===== src/rtl/regfile_wr_ctrl_pkg.sv =====
// Shared types and constants for the register-file write-port controller.
package regfile_wr_ctrl_pkg;

  typedef enum logic {
    ST_INIT = 1'b0,
    ST_RUN  = 1'b1
  } state_t;

  localparam int unsigned REG_ZERO   = 0;
  localparam int unsigned MAX_WAIT_W = 4;

endpackage


===== src/rtl/regfile_wr_ctrl_if.sv =====
// Writeback, debug and register-file write-port signals of the controller.
interface regfile_wr_ctrl_if #(
  parameter int unsigned AW = 5,
  parameter int unsigned DW = 32
);

  logic          cpu_we;
  logic [AW-1:0] cpu_waddr;
  logic [DW-1:0] cpu_wdata;
  logic          dbg_valid;
  logic [AW-1:0] dbg_addr;
  logic [DW-1:0] dbg_data;
  logic          dbg_ready;
  logic          cpu_stall;
  logic          init_done;
  logic          rf_we;
  logic [AW-1:0] rf_waddr;
  logic [DW-1:0] rf_wdata;

  // Requesters and register file side.
  modport master (
    output cpu_we, cpu_waddr, cpu_wdata, dbg_valid, dbg_addr, dbg_data,
    input  dbg_ready, cpu_stall, init_done, rf_we, rf_waddr, rf_wdata
  );

  // Controller side.
  modport slave (
    input  cpu_we, cpu_waddr, cpu_wdata, dbg_valid, dbg_addr, dbg_data,
    output dbg_ready, cpu_stall, init_done, rf_we, rf_waddr, rf_wdata
  );

endinterface


===== src/rtl/regfile_wr_ctrl_wait_counter.sv =====
// Saturating count of cycles a debug request has been left waiting.
module wait_counter
  import regfile_wr_ctrl_pkg::*;
#(
  parameter int unsigned MAX_WAIT = 4
) (
  input  logic clk,
  input  logic rst_n,
  input  logic inc_i,
  input  logic clr_i,
  output logic at_max_o
);

  logic [MAX_WAIT_W-1:0] cnt_q;

  assign at_max_o = (cnt_q == MAX_WAIT_W'(MAX_WAIT));

  // Clear has priority over increment; hold once the limit is reached.
  always_ff @(posedge clk) begin
    if (!rst_n || clr_i) begin
      cnt_q <= '0;
    end else if (inc_i && !at_max_o) begin
      cnt_q <= cnt_q + MAX_WAIT_W'(1);
    end
  end

endmodule


===== src/rtl/regfile_wr_ctrl.sv =====
// Register-file write-port controller: clears r1..r31 after reset, then
// arbitrates the port between CPU writeback (priority) and a debug requester
// with a bounded-wait forced grant.
module regfile_wr_ctrl
  import regfile_wr_ctrl_pkg::*;
#(
  parameter int unsigned NREGS    = 32,
  parameter int unsigned AW       = 5,
  parameter int unsigned DW       = 32,
  parameter int unsigned MAX_WAIT = 4
) (
  input  logic           clk,
  input  logic           rst_n,
  regfile_wr_ctrl_if.slave bus
);

  state_t        state_q;
  logic [AW-1:0] init_cnt_q;

  logic          run_ok;
  logic          cpu_valid;
  logic          dbg_nz;
  logic          at_max;
  logic          wait_inc;
  logic          wait_clr;

  logic          rf_we;
  logic [AW-1:0] rf_waddr;
  logic [DW-1:0] rf_wdata;
  logic          dbg_ready;
  logic          cpu_stall;

  // Grants are suppressed in a RUN cycle with reset asserted so a pending
  // debug request is not consumed by a controller that is about to restart.
  assign run_ok    = (state_q == ST_RUN) && rst_n;
  assign cpu_valid = bus.cpu_we && (bus.cpu_waddr != AW'(REG_ZERO));
  assign dbg_nz    = (bus.dbg_addr != AW'(REG_ZERO));

  // FSM and clear-sequence address counter.
  always_ff @(posedge clk) begin
    if (!rst_n) begin
      state_q    <= ST_INIT;
      init_cnt_q <= AW'(1);
    end else if (state_q == ST_INIT) begin
      if (init_cnt_q == AW'(NREGS - 1)) begin
        state_q <= ST_RUN;
      end else begin
        init_cnt_q <= init_cnt_q + AW'(1);
      end
    end
  end

  // Write-port grant mux: init clear, forced debug, CPU, then debug.
  always_comb begin
    rf_we     = 1'b0;
    rf_waddr  = bus.cpu_waddr;
    rf_wdata  = bus.cpu_wdata;
    dbg_ready = 1'b0;
    cpu_stall = 1'b1;
    if (state_q == ST_INIT) begin
      rf_we    = 1'b1;
      rf_waddr = init_cnt_q;
      rf_wdata = '0;
    end else if (run_ok) begin
      if (at_max) begin
        dbg_ready = 1'b1;
        rf_we     = bus.dbg_valid && dbg_nz;
        rf_waddr  = bus.dbg_addr;
        rf_wdata  = bus.dbg_data;
      end else if (cpu_valid) begin
        cpu_stall = 1'b0;
        rf_we     = 1'b1;
      end else begin
        cpu_stall = 1'b0;
        dbg_ready = bus.dbg_valid;
        if (bus.dbg_valid) begin
          rf_we    = dbg_nz;
          rf_waddr = bus.dbg_addr;
          rf_wdata = bus.dbg_data;
        end
      end
    end
  end

  assign wait_inc = bus.dbg_valid && !dbg_ready;
  assign wait_clr = !bus.dbg_valid || dbg_ready;

  wait_counter #(
    .MAX_WAIT (MAX_WAIT)
  ) u_wait_counter (
    .clk      (clk),
    .rst_n    (rst_n),
    .inc_i    (wait_inc),
    .clr_i    (wait_clr),
    .at_max_o (at_max)
  );

  assign bus.rf_we     = rf_we;
  assign bus.rf_waddr  = rf_waddr;
  assign bus.rf_wdata  = rf_wdata;
  assign bus.dbg_ready = dbg_ready;
  assign bus.cpu_stall = cpu_stall;
  assign bus.init_done = (state_q == ST_RUN);

endmodule


===== src/flat_wrapper.sv =====
// flat-port wrapper written by rule: the top's interface ports become plain ports
module regfile_wr_ctrl_flat import regfile_wr_ctrl_pkg::*;
#(
  parameter int unsigned NREGS    = 32,
  parameter int unsigned AW       = 5,
  parameter int unsigned DW       = 32,
  parameter int unsigned MAX_WAIT = 4
)
  (clk, rst_n, bus_cpu_we, bus_cpu_waddr, bus_cpu_wdata, bus_dbg_valid, bus_dbg_addr, bus_dbg_data, bus_dbg_ready, bus_cpu_stall, bus_init_done, bus_rf_we, bus_rf_waddr, bus_rf_wdata);
  regfile_wr_ctrl_if #(.AW(AW), .DW(DW)) bus_i ();
  input  logic clk;
  input  logic rst_n;
  input wire logic [$bits(bus_i.cpu_we)-1:0] bus_cpu_we;
  input wire logic [$bits(bus_i.cpu_waddr)-1:0] bus_cpu_waddr;
  input wire logic [$bits(bus_i.cpu_wdata)-1:0] bus_cpu_wdata;
  input wire logic [$bits(bus_i.dbg_valid)-1:0] bus_dbg_valid;
  input wire logic [$bits(bus_i.dbg_addr)-1:0] bus_dbg_addr;
  input wire logic [$bits(bus_i.dbg_data)-1:0] bus_dbg_data;
  output wire logic [$bits(bus_i.dbg_ready)-1:0] bus_dbg_ready;
  output wire logic [$bits(bus_i.cpu_stall)-1:0] bus_cpu_stall;
  output wire logic [$bits(bus_i.init_done)-1:0] bus_init_done;
  output wire logic [$bits(bus_i.rf_we)-1:0] bus_rf_we;
  output wire logic [$bits(bus_i.rf_waddr)-1:0] bus_rf_waddr;
  output wire logic [$bits(bus_i.rf_wdata)-1:0] bus_rf_wdata;
  assign bus_i.cpu_we = bus_cpu_we;
  assign bus_i.cpu_waddr = bus_cpu_waddr;
  assign bus_i.cpu_wdata = bus_cpu_wdata;
  assign bus_i.dbg_valid = bus_dbg_valid;
  assign bus_i.dbg_addr = bus_dbg_addr;
  assign bus_i.dbg_data = bus_dbg_data;
  assign bus_dbg_ready = bus_i.dbg_ready;
  assign bus_cpu_stall = bus_i.cpu_stall;
  assign bus_init_done = bus_i.init_done;
  assign bus_rf_we = bus_i.rf_we;
  assign bus_rf_waddr = bus_i.rf_waddr;
  assign bus_rf_wdata = bus_i.rf_wdata;
  regfile_wr_ctrl #(.NREGS(NREGS), .AW(AW), .DW(DW), .MAX_WAIT(MAX_WAIT)) u_core (.clk(clk), .rst_n(rst_n), .bus(bus_i));
endmodule

===== config.mk =====
export PLATFORM = sky130hd
export DESIGN_NAME = regfile_wr_ctrl_flat
export DESIGN_NICKNAME = d
export VERILOG_FILES = /design/src/rtl/regfile_wr_ctrl_pkg.sv /design/src/rtl/regfile_wr_ctrl_if.sv /design/src/rtl/regfile_wr_ctrl_wait_counter.sv /design/src/rtl/regfile_wr_ctrl.sv /design/src/flat_wrapper.sv
export SDC_FILE = /design/constraint.sdc
export NUM_CORES = 1
export LEC_CHECK = 0
export BUFFER_PORTS_ARGS = -buffer_cell sky130_fd_sc_hd__buf_2
export CAP_MARGIN = 10
export CORE_MARGIN = 2
export CORE_UTILIZATION = 32
export CTS_CLUSTER_SIZE = 12
export DETAILED_ROUTE_END_ITERATION = 6
export MAX_ROUTING_LAYER = met4
export PLACE_DENSITY = 0.8
export SKIP_LAST_GASP = 1
export SYNTH_ARGS = -nofsm -noshare
export SYNTH_HDL_FRONTEND = slang
export SYNTH_SLANG_ARGS = --single-unit

===== constraint.sdc =====
create_clock -name clk -period 2.2 [get_ports clk]
set_clock_uncertainty 0.1 [all_clocks]
set_input_delay 0.44 -clock clk [delete_from_list [all_inputs] [get_ports clk]]
set_output_delay 0.44 -clock clk [all_outputs]
set_load 0.05 [all_outputs]

# After elaboration in Yosys (flattened, before gate mapping)
# Cells that the tools add are included.
# totals
in_bits	78
out_inout_bits	41
register_bits	10
elab_cells	47
# classes
bitwise_logic	2
n_eq_ne	2
n_addsub	2
mux	24
reduce_logical	14
# op_table
cell	count
$mux W32	5
$mux W5	5
$mux W1	14
$reduce_bool A5 Y1	2
$add A5 B1 Y5 const B	1
$eq A5 B5 Y1 const B	1
$logic_and A1 B1 Y1	5
$add A4 B1 Y4 const B	1
$eq A4 B3 Y1 const B	1
$logic_not A1 Y1	4
$logic_or A1 B1 Y1	2
$not A1 Y1	2
$reduce_and A2 Y1	1

# Depth between registers and ports, before layout
# Gate-level depths: netlist of run 1.
# depth
depth_word	9
depth_mapped	8

# Modules after synthesis
# A second synthesis of run 1 with hierarchy kept.
# hier_totals
hier_cells	198
hier_area_um2	1391.3
# modules_own_cells
mod	cells_each	seq_area_each_um2	n_inst	area_each_um2
regfile_wr_ctrl	173	120.1	1	1179.9
wait_counter	25	80.1	1	211.5

# Worst setup path after synthesis of run 1
# OpenSTA, ideal clock, no wires.
# synth_path
kind	register to output
start	register u_core.state_q (netlist: u_core.bus.init_done)
end	output bus_rf_wdata[10]
stages_incl_launch_ff	5
slack_ps	-804
arrival_ps	2464
n_path_buf	2
cell_sequence	dfxtp_1 > clkbuf_1 > clkbuf_1 > nand2_1 > o21ai_0
# synth_via
elab_chain_cells	3
# synth_lines
item	line	text
start: declaration	regfile_wr_ctrl.sv:17	state_t state_q;
start signal: assignment	regfile_wr_ctrl.sv:42	state_q <= ST_INIT;
start signal: assignment	regfile_wr_ctrl.sv:46	state_q <= ST_RUN;
$logic_and A1 B1 Y1	regfile_wr_ctrl.sv:35	assign run_ok = (state_q == ST_RUN) && rst_n;
$mux W32	regfile_wr_ctrl.sv:64	end else if (run_ok) begin
$mux W32 *	regfile_wr_ctrl.sv:60	if (state_q == ST_INIT) begin
end: declaration	flat_wrapper.sv:24	output wire logic [$bits(bus_i.rf_wdata)-1:0] bus_rf_wdata;
# Every way passes the cells marked *; elsewhere a longest branch is shown, timed or not.

# Final worst setup path of run 1
# layout_path
start	input bus_cpu_waddr[0]
end	output bus_rf_wdata[0]
# layout_via
elab_chain_cells	6
# layout_lines
item	line	text
start: declaration	flat_wrapper.sv:14	input wire logic [$bits(bus_i.cpu_waddr)-1:0] bus_cpu_waddr;
$reduce_bool A5 Y1	regfile_wr_ctrl.sv:36	assign cpu_valid = bus.cpu_we && (bus.cpu_waddr != AW'(REG_ZERO));
$logic_and A1 B1 Y1	regfile_wr_ctrl.sv:36	
$mux W32	regfile_wr_ctrl.sv:70	end else if (cpu_valid) begin
$mux W32	regfile_wr_ctrl.sv:65	if (at_max) begin
$mux W32	regfile_wr_ctrl.sv:64	
$mux W32	regfile_wr_ctrl.sv:60	
# Every way passes these cells.

==> results of run 1 <==
[final cells by class]
class	count	area, µm²
clock buffers	3	22.52
fillers	193	545.5
multi-input cells	155	1361
inverters	3	11.26
flip-flops and latches	10	203.9
well taps	46	57.56
repair buffers	148	1187
[through the flow]
stage          cells  instance area (µm²)
2_1_floorplan    184                 1528
3_3_place_gp     351                 2223
3_5_place_dp     351                 2223
4_1_cts          365                 2698
5_1_grt          365                 2844
6_report         365                 2844
[worst min-delay path: stages]
cell,delay (ns)
buf_2,0.09
buf_4,0.15
nand2_1,0.06
[path summary, 6_finish.rpt]
kind                                      startpoint              endpoint  slack (ns)  depth (start not counted)
worst max-delay path                bus_cpu_waddr[0]       bus_rf_wdata[0]       -0.36                          9
worst min-delay path                           rst_n  u_core.init_cnt_q[0]        0.41                          3
worst max register to register  u_core.init_cnt_q[0]  u_core.init_cnt_q[3]        0.35                          7
worst min register to register  u_core.init_cnt_q[4]  u_core.init_cnt_q[4]        0.42                          2
[synthesized netlist by cell type (all sizes together), types with 2 or more instances]
cell type	count	share of area
nand2	39	0.13
o21ai	36	0.16
nand3	34	0.15
clkbuf	10	0.034
dfxtp	10	0.18
buf	6	0.043
nor2	6	0.020
nor2b	6	0.033
a221o	5	0.044
and2	4	0.022
ha	4	0.044
xnor2	4	0.031
a21boi	3	0.020
inv	3	0.0098
a21oi	2	0.0088
[kinds of logic after synthesis]
logic type	Yosys count	share of synthesized area
buf+inv	19	0.08642
fa+ha+maj	4	0.04377
simple gates	97	0.3983
compound gates	50	0.2659
xor+xnor	4	0.03063
flops	10	0.1751
[flip-flops by register name, indices dropped and copies added, names as in the netlist]
| signal | flops |
|---|---|
| u_core.u_wait_counter.cnt_q | 4 |
| u_core.bus.init_done | 1 |
| u_core.init_cnt_q | 5 |
[cell usage in the layout, fill, tap and decap left out, types with 5 or more instances in the layout]
cell / instances
a221o_2: 5
buf_4: 25
buf_8: 9
nor2b_1: 6
nand2_1: 39
dfxtp_1: 7
o21ai_4: 32
nor2_1: 6
buf_12: 6
buf_2: 78
buf_6: 29
nand3_2: 21
nand3_1: 13
[power groups by stage]
stage	sequential, mW	combinational, mW	clock (mW)
after floorplan	0.202	0.0807	0
after global placement	0.203	0.177	0
after detailed placement	0.204	0.178	0
after CTS	0.201	0.216	0.129
after global routing	0.203	0.262	0.141
final	0.201	0.245	0.129
[routing by layer]
metal  track usage  share of wire
met1        0.3026           0.37
met2        0.5169           0.52
met3       0.04401          0.074
met4        0.1440          0.040
met5             -              0
[timing repair]
| action | 4_1_cts | 5_1_grt |
|---|---|---|
| setup endpoints to repair | 39 | 39 |
| pin swaps | 11 | 10 |
| gates resized for setup | 92 | 41 |
| cloned | 3 | 0 |
| endpoints found under the hold margin | 0 | 0 |
| buffers inserted | 9 | 2 |
==> reports/results.tsv, run 1 <==
metric	value	unit
run_status	finished, violations left	
violations	negative setup slack	
edff_count_synth	0	
cts_made_buffers	3	
report.final.hold_viol_count	0	
cts-root-to-sink-buffers	2	
path_class	in -> out	
power.switching_fraction	0.3324	
max-slew-margin-rel	0.7676	
power_density	202.2	nW/µm²
share_comb_of_total_power	0.426	
critical_path.max_fanout	19	
worstMarginPinSlew	0.3487	ns
start_kind	input pin	
drt_first_pass_iters	4	
final_core_utilization	0.8391	
finalSetupViolations	38	
number_of_global_route_vias_before_repair	1988	
post_route_cells_drive_above_1_share	0.6959	
flip_flop_and_latch_count_after_synthesis	10	
power.sequential.fraction	0.350	
design.final.nets	403	
drt-total-wl	6.293	mm
die_x	63.78	µm
clock_sinks	10	
yosys_most_used_dff	dfxtp_1	
synth_cells	184	
place_congestion	0.7950	
num_vias	1980	
core.rowCount	21	
finalCritPeriodShare	1.163	
starting_density_of_the_core	0.3374	
async_flop_share	0	
worst_slack	-0.3576	ns
fin_setup_tns	-11.19	ns
total_power	575.0	µW
clk_latency	0.27	ns
total_leakage_power	1.211	nW
average_via_count_per_standard_cell	5.425	
worst_hold_path_type	in -> reg	
worstSetupEndpointType	primary output	
grt_setup_unrepaired	yes	
core-area	3390	µm²
first_iter_violations	84	
post_synth.cell_area_avg	6.215	µm²
drt-wirelength-per-cell	17.24	µm
cp.arrival	2.02	ns
cpMaxStageDelayCell	or3_4	
place_worst_setup_slack	-0.3727	ns
ctsRootBufferMaster	clkbuf_4	
yosys_warns	0	
worstPathCellList	buf_6 -> or3_4 -> o221ai_4 -> buf_4 -> buf_6 -> buf_12 -> nand3_1 -> o21ai_4 -> buf_6	
grt.overflow.total	0	
timing.max_cap.violations	0	
share_of_the_yosys_chip_area_belonging_to_registers	0.1751	
mappedNetlistNets	266	
critPathMostFrequentCell	buf_6	
flow.area_growth_from_synthesis	148.7	%
grt_start_max_net_pins	36	
antenna_violating_nets_post_route	0	
boundaryPins	119	
register_clock_pin_slew_on_the_reported_worst_setup_and_hold_paths	0.07	ns
globalRouteTotalUtil	0.2871	
global_route_wire_length_before_repair	9.018	mm
fin_hold_ws	0.4147	ns
port_buffer_count	118	
fmax	391.0	MHz
maxSlewViolCount	0	
critical-path-max-stage-delay	0.41	ns
tritoncts	done	
crit_required	1.66	ns
number_of_antenna_violations_at_the_first_check_in_global_routing	0	
fp.dieH	63.78	µm
post-route-drc-count	0	
power.share.clock	0.224	
post_synth_num_cell_types	31	
syn-cell-area	1144	µm²
place_hpwl	3.540	mm
fin_crit	2.558	ns
cts_hold_buf	0	
worst-path-buf-inv	5	
cp_top_family	buffers and inverters	
ir_worst_vdd	0.1977	mV
cellInternalPower	383.9	µW
diodes	0	
dieArea	4068	µm²
switching_power	191.2	µW
cts.htree.levels	1	
Power figures use the tool's default switching activity.
==> inputs of run 2 (changes only) <==
Settings changed: ABC_AREA set to 1, PLACE_DENSITY 0.8 to 0.81.
==> reports/results.tsv, run 2 <==
metric	value	unit	change
worstMarginPinSlew	0.5518	ns	+0.2032 ns
total_power	654.7	µW	+14%
first_iter_violations	200		+140%
cts_hold_buf	0		unchanged
fp.dieH	63.19	µm	-0.93%
syn-cell-area	1121	µm²	-2.0%
cts-root-to-sink-buffers	2		unchanged
worstSetupEndpointType	primary output		
ys_top_cells_by_count	nor2_1, o21ai_0, nand2_1		
finalCritPeriodShare	1.155		-0.007689
starting_density_of_the_core	0.3333		-0.004061
layoutNonFillerInstCount	390		+6.8%
mappedNetlistNets	290		+9.0%
min-delay-start	rst_n		
globalRouteTotalUtil	0.2594		-0.02770
final_common_cell	buf_2		
finalSetupViolations	39		+2.6%
yosys_most_used_dff	dfxtp_1		
worstPathCellList	inv_1 -> ha_4 -> nand2_4 -> nor2_4 -> nor2_2 -> nand2_2 -> nand2_8 -> clkinv_8 -> buf_16 -> nor2_2 -> nor2_4 -> buf_4		
critical-path-max-stage-delay	0.34	ns	-0.07 ns
place_inst	374		+6.6%
violations	negative setup slack		
ir_worst_vdd	0.3206	mV	+62%
post-synth-top-count-cell	nor2_1		
tritoncts	done		
flip_flop_and_latch_count_after_synthesis	10		unchanged
nFillCells	156		-19%
cts.htree.levels	1		unchanged
start_kind	flip-flop		
run_status	finished, violations left		
path_class	reg -> out		
fin_crit	2.541	ns	-0.01692 ns
design.final.nets	427		+6.0%
post_dp_cell_area	2130	µm²	-4.2%
post-route-drc-count	0		unchanged
number_of_antenna_violations_at_the_first_check_in_global_routing	0		unchanged
flow.area_growth_from_synthesis	165.3	%	
yosys_top_cell_by_area	nor2_1		
average_via_count_per_standard_cell	5.523		+1.8%
drt_first_pass_iters	5		+1
synth_cells	208		+13%
total_leakage_power	1.236	nW	+2.1%
synth.top_cells.by_area	nor2_1, dfxtp_1, o21ai_0, nand2_1, a21oi_1		
fmax	393.6	MHz	+0.67%
drt-total-wl	7.833	mm	+24%
edff_count_synth	0		unchanged
cp.arrival	2.00	ns	-0.02 ns
post_synth_num_cell_types	19		-39%
diodes	0		unchanged
finished_cell_area	2974	µm²	+4.6%
worst_slack	-0.3407	ns	+0.01692 ns
die_x	63.19	µm	-0.93%
worst_hold_path_type	in -> reg		
worst-r2r-setup-slack	0.39	ns	+0.04 ns
place_hpwl	3.348	mm	-5.4%
num_vias	2154		+8.8%
crit_required	1.66	ns	about the same
grt_start_max_net_pins	43		+19%
core-area	3363	µm²	-0.78%
fin_hold_ws	0.3880	ns	-0.02665 ns
fin_setup_tns	-11.41	ns	-0.2185 ns
power_density	220.1	nW/µm²	+8.9%
timing.critical_path.from	u_core.u_wait_counter.cnt_q[1]		
timing.max_cap.violations	0		unchanged
sequential_cell_area	203.9	µm²	unchanged
r2r-start	u_core.init_cnt_q[0]		
core.rowCount	21		unchanged
clock_sinks	10		unchanged
share_of_the_yosys_chip_area_belonging_to_registers	0.1786		+0.003517
grt_setup_unrepaired	yes		
post_route_cells_drive_above_1_share	0.7267		+0.03082
async_flop_share	0		unchanged
multi_input_comb_area	1454	µm²	+6.8%
commonest_cells_after_routing_fill_and_taps_aside	buf_2, nor2_4, buf_6		
cts_made_buffers	3		unchanged
final_core_utilization	0.8843		+0.04525
place_worst_setup_slack	-0.1532	ns	+0.2195 ns
largest_reg_flops	5		unchanged
critical_path.max_fanout	6		-13
number_of_global_route_vias_before_repair	1887		-5.1%
drt-wirelength-per-cell	20.08	µm	+16%
yosys_warns	0		unchanged
report.final.hold_viol_count	0		unchanged
register_clock_pin_slew_on_the_reported_worst_setup_and_hold_paths	0.07	ns	about the same
boundaryPins	119		unchanged
max-slew-margin-rel	0.6321		-0.1355
clk_latency	0.29	ns	+0.02 ns
synthDominantCellAreaShare	0.2746		+0.09950
antenna_violating_nets_post_route	0		unchanged
grt.overflow.total	0		unchanged
maxSlewViolCount	0		unchanged
global_route_wire_length_before_repair	8.245	mm	-8.6%
port_buffer_count	118		unchanged
place_congestion	0.8446		+6.2%
dieArea	3993	µm²	-1.8%
post_synth.cell_area_avg	5.390	µm²	-13%
cpMaxStageDelayCell	dfxtp_2		
ctsRootBufferMaster	clkbuf_4		
max_flop_register	u_core.init_cnt_q		
[run 2: cell types whose count changed after synthesis, moves of 6 or more]
cell / previous run / this run
nor2_1: 6 / 82
nand3_1: 34 / 4
o21ai_0: 17 / 36
o21ai_1: 19 / 0
nand2_1: 39 / 21
a21oi_1: 2 / 15
inv_1: 3 / 10
nor2b_1: 6 / 0
[run 2: repair_timing]
action                                  4_1_cts  5_1_grt
endpoints found under the setup margin       39       38
gates cloned                                  2        4
pin swaps                                     1        5
buffers inserted                              5        1
resized for setup                           114       92
[run 2: path summary, 6_finish.rpt]
check / to / cells after the start
setup / recovery: bus_rf_wdata[30] / 12
hold / removal: u_core.init_cnt_q[0] / 3
setup reg to reg: u_core.init_cnt_q[2] / 9
hold reg to reg: u_core.u_wait_counter.cnt_q[3] / 2
[run 2: power breakdown]
| group | leakage (nW) | switching (mW) | internal (mW) |
|---|---|---|---|
| clock network | 0.0210 | 0.0800 | 0.101 |
| registers | 0.0830 | 0.0115 | 0.190 |
| logic | 1.13 | 0.151 | 0.121 |
[run 2: kinds of logic (layout without fill, tap and decap cells)]
| family | count (synthesis) | count (layout) | share of synthesized area |
|---|---|---|---|
| simple gates | 114 | 114 | 0.4063 |
| compound gates | 52 | 52 | 0.2355 |
| buf+inv | 24 | 160 | 0.1038 |
| flops | 10 | 10 | 0.1786 |
| fa+ha+maj | 4 | 4 | 0.04464 |
| xor+xnor | 4 | 4 | 0.03126 |
[run 2: critical path, delay by kind of cell (launching register included)]
| kind | cells | cell delay [ns] |
|---|---|---|
| AND/OR/NAND/NOR | 7 | 0.68 |
| adder cells (fa/ha/maj) | 1 | 0.17 |
| flip-flops | 1 | 0.34 |
| buffers and inverters | 4 | 0.50 |
[run 2: cell type report]
cell class                      instances  share of cell area
Multi-Input combinational cell        174              0.4889
Timing Repair Buffer                  145              0.3929
Sequential cell                        10             0.06857
Tap cell                               46             0.01935
Inverter                               11             0.01809
Clock buffer                            4             0.01220
[run 2: layer usage]
layer  share of wire  track usage  vias up
li1                -            -      950
met1            0.34       0.2854     1010
met2            0.52       0.4481      146
met3           0.087      0.05000       48
met4           0.058       0.1277        0
met5               0            -        -
==> inputs of run 3 (changes only) <==
==> constraint.sdc (replaced) <==
create_clock -name clk -period 2.2 [get_ports clk]
set_clock_uncertainty 0.1 [all_clocks]
set_input_delay 0.11 -clock clk [delete_from_list [all_inputs] [get_ports clk]]
set_output_delay 0.11 -clock clk [all_outputs]
set_load 0.05 [all_outputs]
==> reports/results.tsv, run 3 (synthesized netlist as in run 2, its figures left out) <==
metric	value	unit	change
tritoncts	done		
layoutNonFillerInstCount	374		-4.1%
worstSetupEndpointType	primary output		
first_iter_violations	56		-72%
grt_setup_unrepaired	yes		
place_congestion	0.9286		+9.9%
critical-path-max-stage-delay	0.34	ns	about the same
worstPathCellList	inv_2 -> ha_4 -> nand3_4 -> a21oi_4 -> nand2_4 -> inv_8 -> clkbuf_16 -> nor2_1 -> nor2_1 -> buf_4		
fp.dieH	63.19	µm	unchanged
num_vias	1753		-19%
place_worst_setup_slack	0.2531	ns	+0.4063 ns
boundaryPins	119		unchanged
critPathMostFrequentCell	nor2_1		
worst_slack	0.05499	ns	+0.3957 ns
core.rowCount	21		unchanged
number_of_antenna_violations_at_the_first_check_in_global_routing	0		unchanged
fin_hold_ws	0.03424	ns	-0.3538 ns
largest_reg_flops	5		unchanged
setup.worst_path.end	bus_rf_wdata[0]		
logic_depth_of_the_worst_setup_path_including_buffers	10		-2
ctsRootBufferMaster	clkbuf_4		
finished_cell_area	2245	µm²	-25%
power_density	225.1	nW/µm²	+2.3%
fmax	466.2	MHz	+18%
total_power	505.3	µW	-23%
timing.max_cap.violations	0		unchanged
cts_made_buffers	3		unchanged
dieArea	3993	µm²	unchanged
worstMarginPinSlew	0.4399	ns	-0.1119 ns
antenna_violating_nets_post_route	0		unchanged
cp.arrival	1.94	ns	-0.06 ns
post_route_cells_drive_above_1_share	0.5732		-0.1536
cp_top_family	buffers and inverters		
register_clock_pin_slew_on_the_reported_worst_setup_and_hold_paths	0.06	ns	about the same
run_status	complete, no violations		
rr_endpoint	u_core.init_cnt_q[3]		
total_leakage_power	1.073	nW	-13%
nFillCells	319		+100%
worst-path-buf-inv	4		unchanged
die_x	63.19	µm	unchanged
grt.overflow.total	0		unchanged
globalRouteTotalUtil	0.1953		-0.06413
clock_sinks	10		unchanged
worst_r2r_path_depth	8		-1
cts.htree.levels	1		unchanged
flow.area_growth_from_synthesis	100.2	%	
post_dp_cell_area	1831	µm²	-14%
timing.critical_path.from	u_core.u_wait_counter.cnt_q[1]		
critical_path.max_fanout	7		+1
starting_density_of_the_core	0.3333		unchanged
final_common_cell	buf_2		
worst-r2r-setup-slack	0.39	ns	about the same
crit_required	1.99	ns	+0.33 ns
fin_crit	2.145	ns	-0.3957 ns
number_of_global_route_vias_before_repair	1479		-22%
place_hpwl	3.087	mm	-7.8%
port_buffer_count	118		unchanged
core-area	3363	µm²	unchanged
place_inst	365		-2.4%
report.final.hold_viol_count	0		unchanged
r2r-start	u_core.init_cnt_q[0]		
commonest_cells_after_routing_fill_and_taps_aside	buf_2, nor2_1, nor2_2		
cpMaxStageDelayCell	dfxtp_2		
worst_hold_path_type	in -> reg		
global_route_wire_length_before_repair	6.327	mm	-23%
finalSetupViolations	0		-100%
cts-root-to-sink-buffers	2		unchanged
post-route-drc-count	0		unchanged
drt-total-wl	4.531	mm	-42%
ir_worst_vdd	0.2171	mV	-32%
design.final.nets	412		-3.5%
maxSlewViolCount	0		unchanged
average_via_count_per_standard_cell	4.687		-15%
max_flop_register	u_core.init_cnt_q		
start_kind	flip-flop		
finalCritPeriodShare	0.9750		-0.1799
drt_first_pass_iters	4		-1
clk_latency	0.25	ns	-0.04 ns
path_class	reg -> out		
max-slew-margin-rel	0.7056		+0.07354
drt-wirelength-per-cell	12.11	µm	-40%
grt_start_max_net_pins	27		-37%
diodes	0		unchanged
[run 3: layer usage]
metal	GRT usage	vias up	share of wire
li1	-	915	-
met3	0.04107	2	0.077
met2	0.3577	66	0.53
met1	0.2172	770	0.39
met4	0.04348	0	0.0044
met5	-	-	0
[run 3: area by class of cell]
cell class	instances	area [µm²]	area share
clock buffers	3	22.52	0.01003
inverters	11	48.80	0.02174
multi-input cells	174	968.4	0.4314
flip-flops and latches	10	203.9	0.09086
well taps	46	57.56	0.02564
repair buffers	130	943.4	0.4203
[run 3: metrics by stage]
step	setup TNS, ns	utilization
after floorplan	0	-
after global placement	0	0.5443
after detailed placement	0	0.5443
after CTS	0	0.5725
after global routing	-0.2408	0.6674
final	0	0.6674
[run 3: worst reg2reg max path: cells and delay by family, from the launching register on]
family	cells	cell delay [ns]
AOI/OAI and AO/OA	2	0.23
adders and majority gates	2	0.40
DFF	1	0.35
and+or+nand+nor	4	0.62
[run 3: worst min path at each step]
stage                     cells past startpoint  slack, ns                             end     startpoint
after floorplan                               2       0.18  u_core.u_wait_counter.cnt_q[2]  bus_dbg_valid
after global placement                        2       0.28            u_core.init_cnt_q[0]          rst_n
after detailed placement                      2       0.29            u_core.init_cnt_q[0]          rst_n
after CTS                                     2       0.03            u_core.init_cnt_q[0]          rst_n
after global routing                          2       0.02            u_core.init_cnt_q[0]          rst_n
final                                         2       0.03            u_core.init_cnt_q[0]          rst_n
[run 3: timing repair]
| item | in CTS | in global routing |
|---|---|---|
| cloned | 0 | 5 |
| setup buffers | 0 | 1 |
| pin swaps | 0 | 8 |
| resized for setup | 29 | 86 |
| endpoints found under the hold margin | 0 | 0 |
| hold buffers | 0 | 0 |
| setup endpoints to repair | 29 | 38 |
[run 3: where the power goes]
group	switching, mW	internal (mW)	total [mW]	leakage, nW
sequential	0.00961	0.190	0.200	0.0830
combinational	0.0940	0.0932	0.187	0.976
clock	0.0553	0.0628	0.118	0.0138
